[config.mk]
export PLATFORM = sky130hd
export DESIGN_NAME = alu_ctrl_table
export DESIGN_NICKNAME = d
export VERILOG_FILES = /design/src/rtl/alu_ctrl_table.sv
export SDC_FILE = /design/constraint.sdc
export NUM_CORES = 1
export LEC_CHECK = 0
export CAP_MARGIN = 20
export CORE_UTILIZATION = 40
export DETAILED_ROUTE_END_ITERATION = 12
export GPL_ROUTABILITY_DRIVEN = 0
export GPL_TIMING_DRIVEN = 0
export HOLD_SLACK_MARGIN = 0.02
export SLEW_MARGIN = 30
export SYNTH_ARGS = -nofsm -noshare
export SYNTH_HDL_FRONTEND = slang
export SYNTH_SLANG_ARGS = --single-unit
[constraint.sdc]
create_clock -name clk -period 3.4 [get_ports clk]
set_clock_uncertainty 0.1 [all_clocks]
set_input_delay 0.68 -clock clk [delete_from_list [all_inputs] [get_ports clk]]
set_output_delay 0.68 -clock clk [all_outputs]
set_load 0.02 [all_outputs]
[src/rtl/alu_ctrl_table.sv]
// Writable ALU-control lookup table: self-loads the RV32I default mapping after reset
// or on restore, then serves registered 1-cycle reads with an illegal flag and counter.
module alu_ctrl_table #(
    parameter int ADDR_W    = 4,
    parameter int CTRL_W    = 4,
    parameter int ILL_CNT_W = 8
) (
    input  logic                 clk,
    input  logic                 rst_n,
    input  logic                 rd_en,
    input  logic [ADDR_W-1:0]    rd_addr,
    input  logic                 wr_en,
    input  logic [ADDR_W-1:0]    wr_addr,
    input  logic [CTRL_W-1:0]    wr_data,
    input  logic                 restore,
    output logic                 busy,
    output logic                 rd_valid,
    output logic [CTRL_W-1:0]    ctrl_out,
    output logic                 illegal,
    output logic [ILL_CNT_W-1:0] ill_count
);

    localparam int DEPTH = 2 ** ADDR_W;
    localparam logic [CTRL_W-1:0] ILLEGAL = '1;

    typedef enum logic {
        INIT,
        READY
    } state_e;

    state_e                 state_q, state_d;
    logic [ADDR_W-1:0]      initCnt_q, initCnt_d;
    logic [CTRL_W-1:0]      ctrlTable_q [DEPTH];

    logic                   rdValid_q, rdValid_d;
    logic [CTRL_W-1:0]      ctrl_q, ctrl_d;
    logic                   illegal_q, illegal_d;
    logic [ILL_CNT_W-1:0]   illCnt_q, illCnt_d;

    logic                   initWrite;
    logic                   rdAccept;
    logic                   wrAccept;
    logic [CTRL_W-1:0]      lookup;
    logic                   lookupIllegal;

    // RV32I default mapping indexed by {funct7[5], funct3}; anything else is ILLEGAL
    function automatic logic [CTRL_W-1:0] defaultCode(input logic [ADDR_W-1:0] idx);
        logic [CTRL_W-1:0] code;
        code = ILLEGAL;
        case (int'(idx))
            0:       code = CTRL_W'(4'd0);
            8:       code = CTRL_W'(4'd1);
            1:       code = CTRL_W'(4'd4);
            2:       code = CTRL_W'(4'd5);
            3:       code = CTRL_W'(4'd6);
            4:       code = CTRL_W'(4'd7);
            5:       code = CTRL_W'(4'd8);
            13:      code = CTRL_W'(4'd9);
            6:       code = CTRL_W'(4'd3);
            7:       code = CTRL_W'(4'd2);
            default: code = ILLEGAL;
        endcase
        return code;
    endfunction

    always_ff @(posedge clk) begin
        if (!rst_n) begin
            state_q   <= INIT;
            initCnt_q <= '0;
        end else begin
            state_q   <= state_d;
            initCnt_q <= initCnt_d;
        end
    end

    always_comb begin
        state_d   = state_q;
        initCnt_d = initCnt_q;
        case (state_q)
            INIT: begin
                initCnt_d = initCnt_q + 1'b1;
                if (initCnt_q == ADDR_W'(DEPTH - 1)) begin
                    state_d = READY;
                end
            end
            READY: begin
                if (restore) begin
                    state_d   = INIT;
                    initCnt_d = '0;
                end
            end
            default: state_d = INIT;
        endcase
    end

    // A write arriving with restore is dropped, since the reload would discard it anyway
    always_comb begin
        busy      = 1'b0;
        initWrite = 1'b0;
        rdAccept  = 1'b0;
        wrAccept  = 1'b0;
        case (state_q)
            INIT: begin
                busy      = 1'b1;
                initWrite = 1'b1;
            end
            READY: begin
                rdAccept = rd_en;
                wrAccept = wr_en & ~restore;
            end
            default: busy = 1'b1;
        endcase
    end

    always_ff @(posedge clk) begin
        if (rst_n) begin
            if (initWrite) begin
                ctrlTable_q[initCnt_q] <= defaultCode(initCnt_q);
            end else if (wrAccept) begin
                ctrlTable_q[wr_addr] <= wr_data;
            end
        end
    end

    // Write-first bypass so a same-address read sees the value being written
    always_comb begin
        lookup        = ctrlTable_q[rd_addr];
        if (wrAccept && (wr_addr == rd_addr)) begin
            lookup = wr_data;
        end
        lookupIllegal = (lookup == ILLEGAL);
    end

    always_comb begin
        rdValid_d = rdAccept;
        ctrl_d    = ctrl_q;
        illegal_d = illegal_q;
        illCnt_d  = illCnt_q;
        if (rdAccept) begin
            ctrl_d    = lookup;
            illegal_d = lookupIllegal;
            if (lookupIllegal && (illCnt_q != '1)) begin
                illCnt_d = illCnt_q + 1'b1;
            end
        end
    end

    always_ff @(posedge clk) begin
        if (!rst_n) begin
            rdValid_q <= 1'b0;
            ctrl_q    <= ILLEGAL;
            illegal_q <= 1'b0;
            illCnt_q  <= '0;
        end else begin
            rdValid_q <= rdValid_d;
            ctrl_q    <= ctrl_d;
            illegal_q <= illegal_d;
            illCnt_q  <= illCnt_d;
        end
    end

    assign rd_valid  = rdValid_q;
    assign ctrl_out  = ctrl_q;
    assign illegal   = illegal_q;
    assign ill_count = illCnt_q;

endmodule

==> impl_metrics.yaml <==
worst_hold_path:
  min_to: "illegal"
  hp-start: "illegal"
  hp-class: "reg2reg"
  whs_path_depth: 2
sta:
  rsz0062_at_grt: "no"
  setup_tns_ns: 0
  post-route-min-period_ns: 3.00
  hold_violations: 0
  timing.final.crit_share_pct: 88.3
  finalWorstSetupSlack_ns: 0.399
  drv_slew: 0
  worst_pin_slew_ns: 0.661
  finalSetupViolations: 0
  slew_headroom_pct: 55.5
  fmax_mhz: 333
synthesis:
  muxShareOfSynthArea_pct: 16.8
  synthAdderAreaFrac_pct: 0.657
  synth-compound-area-share_pct: 5.98
  synth.most_common_cell: "edfxtp_1"
  yosysUniqueCellTypes: 41
  synth_seq_area_share_pct: 62.5
  ys_ff_latch: 87
  syn_area_um2: 3810
  yosys.area.top_type_share_pct: 50.5
  yosysWarnings: 0
  synth_ff_type: "edfxtp_1"
  synthSimpleGateAreaFrac_pct: 10.3
  synth_edf_count: 64
  yosysTopAreaCell: "edfxtp_1"
  syn_area_per_cell_um2: 14.3
  synthXorXnorAreaFrac_pct: 1.15
  ys_top_cells_by_count: "edfxtp_1 (64), dfxtp_1 (23), nor2_1 (23), nand2_1 (21)"
  synth_area_leaders: "edfxtp_1 (50%), dfxtp_1 (12%), mux4_1 (10%)"
  syn-num-nets: 285
  syn_inst: 266
  synth_top_family_by_area: "multiplexers"
  async_flop_share_pct: 0
power:
  leakagePower_nw: 1.52
  power.density_nw_per_um2: 479
  peakVddDrop_mv: 0.278
worst_setup_path:
  endpoint_kind: "register"
  cp.arrival_ns: 3.18
  rr_worst_depth: 8
  crit_path_start_kind: "input pin"
  cp_max_fo: 10
  r2r_start: "state_q"
  r2r_slack_ns: 0.79
  required_ns: 3.58
  startpoint: "wr_addr[1]"
  reg2reg_to: "ill_count[3]"
  critPathKind: "in2reg"
place:
  portBuffers: 28
  place_ws_ns: 0.0924
  placed_cells: 423
  dp_hpwl_mm: 5.51
detailed_routing:
  routed_wl_mm: 7.65
  post_drt_wl_per_cell_um: 17.4
  drtPass1Iterations: 4
  drcViolationCount: 0
  drt-initial-drc-count: 146
  dr_total_vias: 2328
  ant_nets: 0
  vias_per_cell: 5.30
floorplanning:
  coreArea_um2: 9240
  dieArea_um2: 9920
  die_x_um: 99.6
  core.rowCount: 35
  initial_core_util_pct: 41.2
  pin_count: 32
  die_y_um: 99.6
cells_and_area:
  multi_input_area_um2: 1330
  final_cells: 439
  regArea_um2: 2380
  nFillCells: 817
  antenna-diode-count: 0
  fin_nets: 324
  drive_above_1_share_pct: 9.35
  syn_to_final_growth_pct: 17.5
job:
  max_cap_violations: 0
cts:
  cts-buffers-inserted: 9
  clockBufferDepth: 2
  htree_num_levels: 3
  cts_resized: 0
  clk_pin_slew_ns: 0.09
  root_buffer: "clkbuf_8"
  holdBufCountCts: 0
  post_cts_buffers: 0
  cts_tree: "yes"
  clkLatencyLatePin_ns: 0.35
  clock_sinks: 87
global_routing:
  grt_start_max_net_pins: 17
  grt_pass1_vias: 2212
  grt-ovfl-total: 0
  grtUsageTotal_pct: 16.6
  antenna_found_initial: 0
  grt_pass1_wl_mm: 12.0
run_status:
  status: "finished clean"
worst max-delay path: stages:
cell and delay (ns):
clkdlybuf4s50_1 0.60, xnor2_1 0.16, nand4_1 0.20, nor2_4 0.20
mux2i_1 0.15, or4_1 0.52, buf_2 0.19, or3_1 0.35
a21oi_1 0.13
placed cells by master, fill, tap and decap left out, types with 5 or more instances in the layout:
master and count:
or3_1 6, inv_1 6, mux2i_1 14, edfxtp_1 64, clkdlybuf4s50_1 28, xnor2_1 5
nor2_1 23, a21oi_1 11, nand2_1 21, o21ai_0 15, mux4_1 15, clkbuf_8 9
a31oi_1 6, dfxtp_1 23
flip-flops by register name, summed over array words and instances (netlist names), named ones only:
register,flops
ctrlTable_q,64
ill_count,8
ctrl_out,4
initCnt_q,4
illegal,1
rd_valid,1
state_q,1
cell type report:
class                           instances  area share (%)
Clock buffer                            9            2.77
Tap cell                              129            3.61
Buffer                                 10            1.59
Inverter                                7           0.587
Timing Repair Buffer                   28            6.26
Sequential cell                        87            53.2
Clock inverter                          7            2.26
Multi-Input combinational cell        162            29.7
where the power goes:
part           internal (W)  switching (W)
clock              0.000423       0.000381
combinational     0.0000670      0.0000935
sequential          0.00117     0.00000798
total               0.00166       0.000483
metrics by stage:
stage	utilization [%]	cell area, µm²	total power [W]	hold slack (ns)
after global placement	46.0	4250	0.00136	0.342
after global routing	48.4	4480	0.00222	0.378
after CTS	48.4	4480	0.00216	0.361
final	48.4	4480	0.00214	0.358
after floorplan	-	3810	0.00130	0.433
after detailed placement	46.0	4250	0.00137	0.348
per-layer routing:
metal | GRT usage (%) | wire length (µm) | vias to the layer above | part of all wire, %
met2 | 27.1 | 3690 | 40 | 48
met5 | 0 | 0 | - | 0
met1 | 22.5 | 3630 | 1174 | 47
met3 | 3.94 | 280 | 4 | 3.7
li1 | - | - | 1110 | -
met4 | 4.19 | 45 | 0 | 0.59
cell families (layout without fill, tap and decap cells):
group                    after synthesis  after routing
XOR/XNOR                               5              5
AO/OA/AOI/OAI                         40             40
AND/OR/NAND/NOR                       79             79
buffers and inverters                 17             61
flip-flops                            87             87
multiplexers                          36             36
adder cells (fa/ha/maj)                2              2
how the worst max path moves through the flow:
stage	to	slack, ns
3_5_place_dp	ill_count[3]	0.09
6_report	ill_count[3]	0.40
2_1_floorplan	ill_count[2]	0.52
5_1_grt	ill_count[4]	0.25
4_1_cts	ill_count[3]	0.45
3_3_place_gp	ill_count[5]	0.06
No activity file was read; power rests on OpenSTA's default activity.
